==> src/rtl/instr_encoder_if.sv <==
// instr_encoder_if: encode-request handshake and instruction-memory write bus.
interface instr_encoder_if #(parameter int ADDR_W = 8);
  logic              req_valid;
  logic              req_ready;
  logic [2:0]        op;
  logic [4:0]        rd;
  logic [4:0]        rs1;
  logic [4:0]        rs2;
  logic [12:0]       imm;
  logic              imem_we;
  logic [ADDR_W-1:0] imem_addr;
  logic [31:0]       imem_wdata;
  logic [ADDR_W:0]   count;
  logic              full;
  logic              err;
  modport master (
    output req_valid, op, rd, rs1, rs2, imm,
    input  req_ready, imem_we, imem_addr, imem_wdata, count, full, err
  );
  modport slave (
    input  req_valid, op, rd, rs1, rs2, imm,
    output req_ready, imem_we, imem_addr, imem_wdata, count, full, err
  );
endinterface

==> src/rtl/instr_encoder.sv <==
// instr_encoder: encodes RV32I instruction requests and streams them into instruction memory.
module instr_encoder #(
  parameter int DEPTH  = 256,
  parameter int ADDR_W = 8
) (
  input  logic clk,
  input  logic rst_n,
  input  logic clear,
  instr_encoder_if.slave bus
);
  typedef enum logic [1:0] {EMPTY, ACTIVE, FULL} state_t;
  localparam logic [ADDR_W:0] DEPTH_C = (ADDR_W+1)'(DEPTH);
  state_t            state;
  logic [ADDR_W:0]   count;
  logic              err;
  logic              we;
  logic [ADDR_W-1:0] addr;
  logic [31:0]       wdata;
  logic [31:0]       enc;
  logic              acc;
  logic              legal;
  assign bus.req_ready  = rst_n && state != FULL && !clear;
  assign acc            = bus.req_valid && bus.req_ready;
  assign legal          = bus.op != 3'b111;
  assign bus.imem_we    = we;
  assign bus.imem_addr  = addr;
  assign bus.imem_wdata = wdata;
  assign bus.count      = count;
  assign bus.full       = state == FULL;
  assign bus.err        = err;
  always_comb begin
    enc = 32'h0;
    case (bus.op)
      3'b000: enc = {7'b0100000, bus.rs2, bus.rs1, 3'b000, bus.rd, 7'b0110011};
      3'b001: enc = {7'b0000000, bus.rs2, bus.rs1, 3'b100, bus.rd, 7'b0110011};
      3'b010: enc = {bus.imm[11:0], bus.rs1, 3'b010, bus.rd, 7'b0000011};
      3'b011: enc = {bus.imm[11:0], bus.rs1, 3'b000, bus.rd, 7'b0010011};
      3'b100: enc = {7'b0000000, bus.imm[4:0], bus.rs1, 3'b101, bus.rd, 7'b0010011};
      3'b101: enc = {bus.imm[11:5], bus.rs2, bus.rs1, 3'b010, bus.imm[4:0], 7'b0100011};
      3'b110: enc = {bus.imm[12], bus.imm[10:5], bus.rs2, bus.rs1, 3'b000, bus.imm[4:1], bus.imm[11], 7'b1100011};
      default: enc = 32'h0;
    endcase
  end
  // addr/wdata only move on a legal accept so they hold through idle, illegal and clear cycles
  always_ff @(posedge clk or negedge rst_n) begin
    if (!rst_n) begin
      state <= EMPTY;
      count <= '0;
      err   <= 1'b0;
      we    <= 1'b0;
      addr  <= '0;
      wdata <= '0;
    end else if (clear) begin
      state <= EMPTY;
      count <= '0;
      err   <= 1'b0;
      we    <= 1'b0;
    end else begin
      we <= acc && legal;
      if (acc && !legal) err <= 1'b1;
      if (acc && legal) begin
        addr  <= count[ADDR_W-1:0];
        wdata <= enc;
        count <= count + 1'b1;
        state <= (count + 1'b1 == DEPTH_C) ? FULL : ACTIVE;
      end
    end
  end
endmodule

==> src/flat_wrapper.sv <==
// flat-port wrapper written by rule: the top's interface ports become plain ports
module instr_encoder_flat 
#(
  parameter int DEPTH  = 256,
  parameter int ADDR_W = 8
)
  (clk, rst_n, clear, bus_req_valid, bus_op, bus_rd, bus_rs1, bus_rs2, bus_imm, bus_req_ready, bus_imem_we, bus_imem_addr, bus_imem_wdata, bus_count, bus_full, bus_err);
  instr_encoder_if #(.ADDR_W(ADDR_W)) bus_i ();
  input  logic clk;
  input  logic rst_n;
  input  logic clear;
  input wire logic [$bits(bus_i.req_valid)-1:0] bus_req_valid;
  input wire logic [$bits(bus_i.op)-1:0] bus_op;
  input wire logic [$bits(bus_i.rd)-1:0] bus_rd;
  input wire logic [$bits(bus_i.rs1)-1:0] bus_rs1;
  input wire logic [$bits(bus_i.rs2)-1:0] bus_rs2;
  input wire logic [$bits(bus_i.imm)-1:0] bus_imm;
  output wire logic [$bits(bus_i.req_ready)-1:0] bus_req_ready;
  output wire logic [$bits(bus_i.imem_we)-1:0] bus_imem_we;
  output wire logic [$bits(bus_i.imem_addr)-1:0] bus_imem_addr;
  output wire logic [$bits(bus_i.imem_wdata)-1:0] bus_imem_wdata;
  output wire logic [$bits(bus_i.count)-1:0] bus_count;
  output wire logic [$bits(bus_i.full)-1:0] bus_full;
  output wire logic [$bits(bus_i.err)-1:0] bus_err;
  assign bus_i.req_valid = bus_req_valid;
  assign bus_i.op = bus_op;
  assign bus_i.rd = bus_rd;
  assign bus_i.rs1 = bus_rs1;
  assign bus_i.rs2 = bus_rs2;
  assign bus_i.imm = bus_imm;
  assign bus_req_ready = bus_i.req_ready;
  assign bus_imem_we = bus_i.imem_we;
  assign bus_imem_addr = bus_i.imem_addr;
  assign bus_imem_wdata = bus_i.imem_wdata;
  assign bus_count = bus_i.count;
  assign bus_full = bus_i.full;
  assign bus_err = bus_i.err;
  instr_encoder #(.DEPTH(DEPTH), .ADDR_W(ADDR_W)) u_core (.clk(clk), .rst_n(rst_n), .clear(clear), .bus(bus_i));
endmodule
==> config.mk <==
export PLATFORM = sky130hd
export DESIGN_NAME = instr_encoder_flat
export DESIGN_NICKNAME = d
export VERILOG_FILES = /design/src/rtl/instr_encoder_if.sv /design/src/rtl/instr_encoder.sv /design/src/flat_wrapper.sv
export SDC_FILE = /design/constraint.sdc
export NUM_CORES = 1
export LEC_CHECK = 0
export ABC_AREA = 0
export CAP_MARGIN = 20
export CORE_ASPECT_RATIO = 1.2
export CORE_MARGIN = 2
export CORE_UTILIZATION = 46
export CTS_BUF_LIST = sky130_fd_sc_hd__clkbuf_4 sky130_fd_sc_hd__clkbuf_8
export DETAILED_ROUTE_END_ITERATION = 10
export PLACE_DENSITY = 0.82
export SYNTH_ARGS = -nofsm -noshare
export SYNTH_HDL_FRONTEND = slang
export SYNTH_SLANG_ARGS = --single-unit
==> constraint.sdc <==
create_clock -name clk -period 2.05 [get_ports clk]
set_input_delay 0.615 -clock clk [delete_from_list [all_inputs] [get_ports clk]]
set_output_delay 0.615 -clock clk [all_outputs]
set_load 0.005 [all_outputs]
==> reports/qor.csv, run 1 <==
metric;value;unit
final slew viol count;0;
Final Cycle Share;0.969;
MaxCap Viol Count;0;
yosys warns;0;
Final nets;399;
IO Port Bufs;85;
post-DR wirelength/cell;14.6;um
worst clock skew;0.00447;ns
RSZ-0062 raised after global routing;false;
CP peak stage delay;0.56;ns
Rel. slew slack;0.666;
Initial Utilization;0.481;
buffers plus inverters on the worst setup path;1;
DPL Wire Length;4600;um
Leak Pwr;1.71;nW
first-pass GRT wire length;10200;um
initial antenna violation count;0;
top_reg_cell synth;dfrtp_1;
later-pin clock latency in the skew report;0.30;ns
vias;2243;
Arr. time, crit path;1.37;ns
Final setup violation count;0;
Synth Area in Compound Gates;0.193;
Die W;70.1;um
sequential area share after synthesis;0.519;
clock transition at the registers of the reported paths;0.09;ns
row count;28;
CP Launch Type;flip-flop;
layout cell share with drive strength beyond 1;0.155;
CTS tree;built;
core area;5010;um^2
CP Capture Type;output port;
gr busiest metal;met2;
DRC;0;
gpl congestion;0.847;
FMAX;0.504;GHz
XOR/XNOR Fraction of Synth Area;0.0218;
Pre-antenna DRT Iters;4;
fin util;0.733;
number of global-route vias before repair;2171;
GRT Total Usage;0.213;
Worst EP required;1.43;ns
Mapped Area;2410;um^2
crit-path cells;clkdlybuf4s50_1;
maximum VDD drop;0.448;mV
Synth area leader;dfrtp_1;
endpoints failing hold;0;
largest cells by area after synthesis;dfrtp_1, nand2_1, a22o_1, a21o_1, nand3_1;
hold_buf cts;0;
Post-Synth Adder-Cell Area;0.0104;
Synth Area in Simple Gates;0.190;
critical path class;flip-flop to output port;
Slowest cell on crit path;clkdlybuf4s50_1;
async set or reset register ratio after synthesis;1.00;
Period minus WS final;1.99;ns
clock sinks;50;
# diodes;0;
Yosys reg bits;50;
met3 Usage GRT;0.0449;
most common cell in the netlist;nand2_1;
clock buffer depth;2;
TritonCTS Buffers;5;
largest family of logic cells by synthesized area;compound AO/OA/AOI/OAI gates;
Die Footprint;5840;um^2
P&R area growth vs syn;52.4;%
status;completed;
Min-Delay Path Class;input port to async pin;
Yosys cell types;42;
top-area cell type share of the netlist area;0.519;
number of synthesized flops with an enable pin;0;
Pwr Density;672;nW/um^2
met1 Use GR;0.261;
Post-synth top cells;nand2_1, dfrtp_1, a22o_1, nand3_1;
Avg Cell Area, Syn;9.72;um^2
final setup TNS;0;ns
total global routing overflow;0;
GR Util met2;0.381;
CP top delay family;buffers and inverters;
Syn Inst Count;248;
drt initial violations;115;
Clock Root Buffer;clkbuf_8;
Top-Level Pins;88;
routed wire length;6160;um
routed vias/inst;5.32;
Die H;83.3;um
slew at the pin closest to its max-slew limit;0.501;ns
H-tree lvl count;2;
CP Max Fanout;8;
post-synthesis mux area share;0.0171;
ANT nets after route;0;
largest net degree at the start of global routing;42;
[what timing repair did]
action | in CTS | in global routing
resized for setup | 4 | 6
cloned | 0 | 1
setup endpoints to repair | 7 | 15
buffers inserted | 1 | 2
hold endpoints to repair | 0 | 0
pin swaps | 0 | 2
[stage by stage]
step / hold slack [ns] / cell area [um^2] / setup slack [ns] / instances / total power [mW]
global placement: 0.457 / 3510 / -0.396 / 411 / 1.77
floorplan: 0.319 / 2410 / 0.158 / 249 / 1.38
detailed placement: 0.462 / 3510 / -0.372 / 411 / 1.78
finish: 0.395 / 3670 / 0.0640 / 422 / 2.47
CTS: 0.390 / 3640 / 0.0128 / 419 / 2.48
global route: 0.419 / 3670 / 0.0269 / 422 / 2.59
[final timing paths]
path                                          from                        end  depth (start not counted)  slack, ns
max                            u_core.bus.count[4]               bus_count[4]                          1       0.06
max reg2reg                    u_core.bus.count[0]            u_core.state[0]                          5       0.21
min                                          rst_n  u_core.bus.imem_wdata[13]                          3       0.40
min reg2reg                u_core.bus.imem_addr[0]    u_core.bus.imem_addr[0]                          2       0.48
max in group asynchronous                    rst_n        u_core.bus.count[2]                          2       1.22
min in group clk           u_core.bus.imem_addr[0]    u_core.bus.imem_addr[0]                          2       0.48
[report_power, final]
| part | switching [mW] | internal, mW |
|---|---|---|
| logic | 0.215 | 0.386 |
| registers | 0.0675 | 1.10 |
| clock network | 0.310 | 0.390 |
| total | 0.593 | 1.87 |
[layer usage]
layer	vias up	part of all wire
li1	1091	-
met1	1052	0.41
met2	91	0.51
met3	9	0.068
met4	0	0.011
met5	-	0
[registers in the layout, summed over array words and instances, names as in the netlist]
name and flops:
u_core.bus.err 1, u_core.bus.imem_addr 8, u_core.state 2, u_core.bus.imem_we 1, u_core.bus.count 9, u_core.bus.imem_wdata 29
[area by class of cell]
class,count,area [um^2]
Clock buffer,6,82.6
Clock inverter,1,30.0
Fill cell,424,1340
Inverter,6,22.5
Multi-Input combinational cell,175,1070
Sequential cell,50,1250
Tap cell,60,75.1
Timing Repair Buffer,123,1130
Timing Repair inverter,1,7.51
[cell families after synthesis]
logic type      after synthesis
flops                        50
compound gates               61
xor+xnor                      6
buf+inv                      24
other cells                   1
simple gates                100
mux                           4
fa+ha+maj                     2
[layout by cell type, fill, tap and decap left out, drive strengths merged, types with 2 or more instances in the layout]
master | Yosys | final
a21o | 9 | 9
a21oi | 7 | 7
a22o | 12 | 12
a32oi | 5 | 5
and2 | 3 | 3
and3 | 3 | 3
buf | 9 | 39
clkbuf | 9 | 6
clkdlybuf4s50 | 0 | 81
conb | 1 | 2
dfrtp | 50 | 50
dlygate4sd2 | 0 | 2
ha | 2 | 2
inv | 6 | 6
mux2i | 3 | 3
nand2 | 56 | 56
nand2b | 6 | 6
nand3 | 11 | 11
nand4 | 3 | 3
nor2 | 6 | 6
nor2b | 3 | 3
nor3 | 4 | 4
nor3b | 2 | 2
o21ai | 13 | 13
o21bai | 2 | 2
o2bb2ai | 2 | 2
o31ai | 2 | 2
o32a | 2 | 2
xnor2 | 4 | 4
xor2 | 2 | 2
No activity file was read; power rests on OpenSTA's default activity.
==> run 2, diff against run 1 <==
Settings changed: CORE_UTILIZATION 46 to 40, PLACE_DENSITY 0.82 to 0.73.
==> run 2 against run 1 <==
Compared with the run above: combinational power is 2% lower; wire length shrank 1.8%; sequential share of layout area rose by 0.082 points; global-route usage fell by 1.8 points; flip-flop and latch count unchanged; critical path depth is 6 higher; clock power fell by 16%; sequential power about the same; critical path type is now input port to flip-flop; largest cell class unchanged; highest routed layer unchanged.
==> reports/qor.csv, run 2 (same netlist as run 1, synthesis figures left out) <==
metric;value;unit
status;completed;
gpl congestion;0.871;
overall power;2.34;mW
Final setup violation count;0;
layout cell share with drive strength beyond 1;0.145;
worst clock skew;0.0129;ns
crit-path cells;clkdlybuf4s50_1 > buf_4 > nand2b_1 > a2111oi_4 > buf_4 > a22o_1 > a21o_1;
final slew viol count;0;
critical path class;input port to flip-flop;
Min-Delay Path Class;input port to async pin;
largest net degree at the start of global routing;43;
Final Cycle Share;0.956;
Period minus WS final;1.96;ns
most common cell after layout, fill and taps aside;clkdlybuf4s50_1;
RSZ-0062 raised after global routing;false;
MaxCap Viol Count;0;
CP peak stage delay;0.50;ns
Initial Utilization;0.406;
pre-CTS setup slack;-0.390;ns
most frequent CP cell;buf_4;
slew at the pin closest to its max-slew limit;0.531;ns
routed wire length;6050;um
DPL Wire Length;4640;um
GRT Total Usage;0.196;
Leak Pwr;1.69;nW
maximum VDD drop;0.379;mV
clock buffer depth;2;
P&R area growth vs syn;52.0;%
clock transition at the registers of the reported paths;0.10;ns
row count;31;
FILL cells;525;
CTS tree;built;
worst r2r src;u_core.bus.count[0];
CP Max Fanout;15;
Slowest cell on crit path;clkdlybuf4s50_1;
ANT nets after route;0;
total global routing overflow;0;
most frequent cells in the layout;clkdlybuf4s50_1, nand2_1, dfrtp_1, buf_4, a22o_1;
Die H;89.1;um
final worst-path setup slack;0.0902;ns
endpoints failing hold;0;
Rel. slew slack;0.646;
H-tree lvl count;2;
hold_buf cts;0;
routed vias/inst;5.06;
drt initial violations;104;
Die Footprint;6670;um^2
CP Launch Type;input port;
Pwr Density;640;nW/um^2
Pre-antenna DRT Iters;4;
vias;2231;
IO Port Bufs;85;
R2R setup slack;0.30;ns
CP top delay family;buffers and inverters;
Arr. time, crit path;2.22;ns
later-pin clock latency in the skew report;0.31;ns
Top-Level Pins;88;
# diodes;0;
Die W;74.9;um
crit path launch;bus_op[1];
Clock Root Buffer;clkbuf_8;
buffers plus inverters on the worst setup path;3;
clock sinks;50;
TritonCTS Buffers;5;
CP Capture Type;flip-flop;
DRC;0;
number of global-route vias before repair;2217;
post-DR wirelength/cell;13.7;um
max reg flops;29;
core area;5930;um^2
Worst EP required;2.31;ns
initial antenna violation count;0;
Final nets;395;
FMAX;0.510;GHz
first-pass GRT wire length;10100;um
[run 2: cell type report]
| class | instances | area [um^2] | share of cell area |
|---|---|---|---|
| inverter | 6 | 22.5 | 0.00615 |
| tap | 82 | 103 | 0.0280 |
| multi-input combinational | 175 | 1060 | 0.291 |
| clock inverter | 3 | 25.0 | 0.00683 |
| clock buffer | 5 | 68.8 | 0.0188 |
| timing repair buffer | 120 | 1130 | 0.308 |
| sequential | 50 | 1250 | 0.342 |
[run 2: what timing repair did]
action	4_1_cts	5_1_grt
pin swaps	0	1
gates resized for setup	4	5
endpoints found under the setup margin	2	8
buffers inserted	1	0
[run 2: where the power goes]
part / switching [mW] / internal, mW / total, mW
registers: 0.0676 / 1.10 / 1.17
clock network: 0.340 / 0.247 / 0.587
logic: 0.209 / 0.383 / 0.592
total: 0.617 / 1.73 / 2.34
[run 2: routing by layer]
layer	global-route usage	wire (um)	vias up	part of all wire
li1	-	-	1089	-
met1	0.235	2550	1042	0.42
met2	0.341	3010	94	0.50
met3	0.0552	431	6	0.071
met4	0.0519	65	0	0.011
met5	0	0	-	0
[run 2: final timing paths]
path,endpoint,cells past startpoint
worst max-delay path,u_core.bus.imem_wdata[23],7
min in group clk,u_core.bus.imem_addr[3],2
worst max register to register,u_core.state[0],5
worst min-delay path,u_core.bus.imem_wdata[13],3
worst min register to register,u_core.bus.imem_addr[3],2
max in group asynchronous,u_core.bus.count[4],2
[run 2: metrics by stage]
step	instances	hold slack [ns]	TNS, ns	instance area, um^2	utilization
2_1_floorplan	249	0.319	0	2410	-
3_3_place_gp	432	0.457	-5.94	3540	0.596
3_5_place_dp	432	0.461	-7.72	3540	0.596
4_1_cts	441	0.395	0	3650	0.616
5_1_grt	441	0.411	0	3660	0.618
6_report	441	0.401	0	3660	0.618
[run 2: tightest hold or removal path, delay by kind of cell]
kind                   cells  cell delay [ns]
buffers and inverters      3             0.44
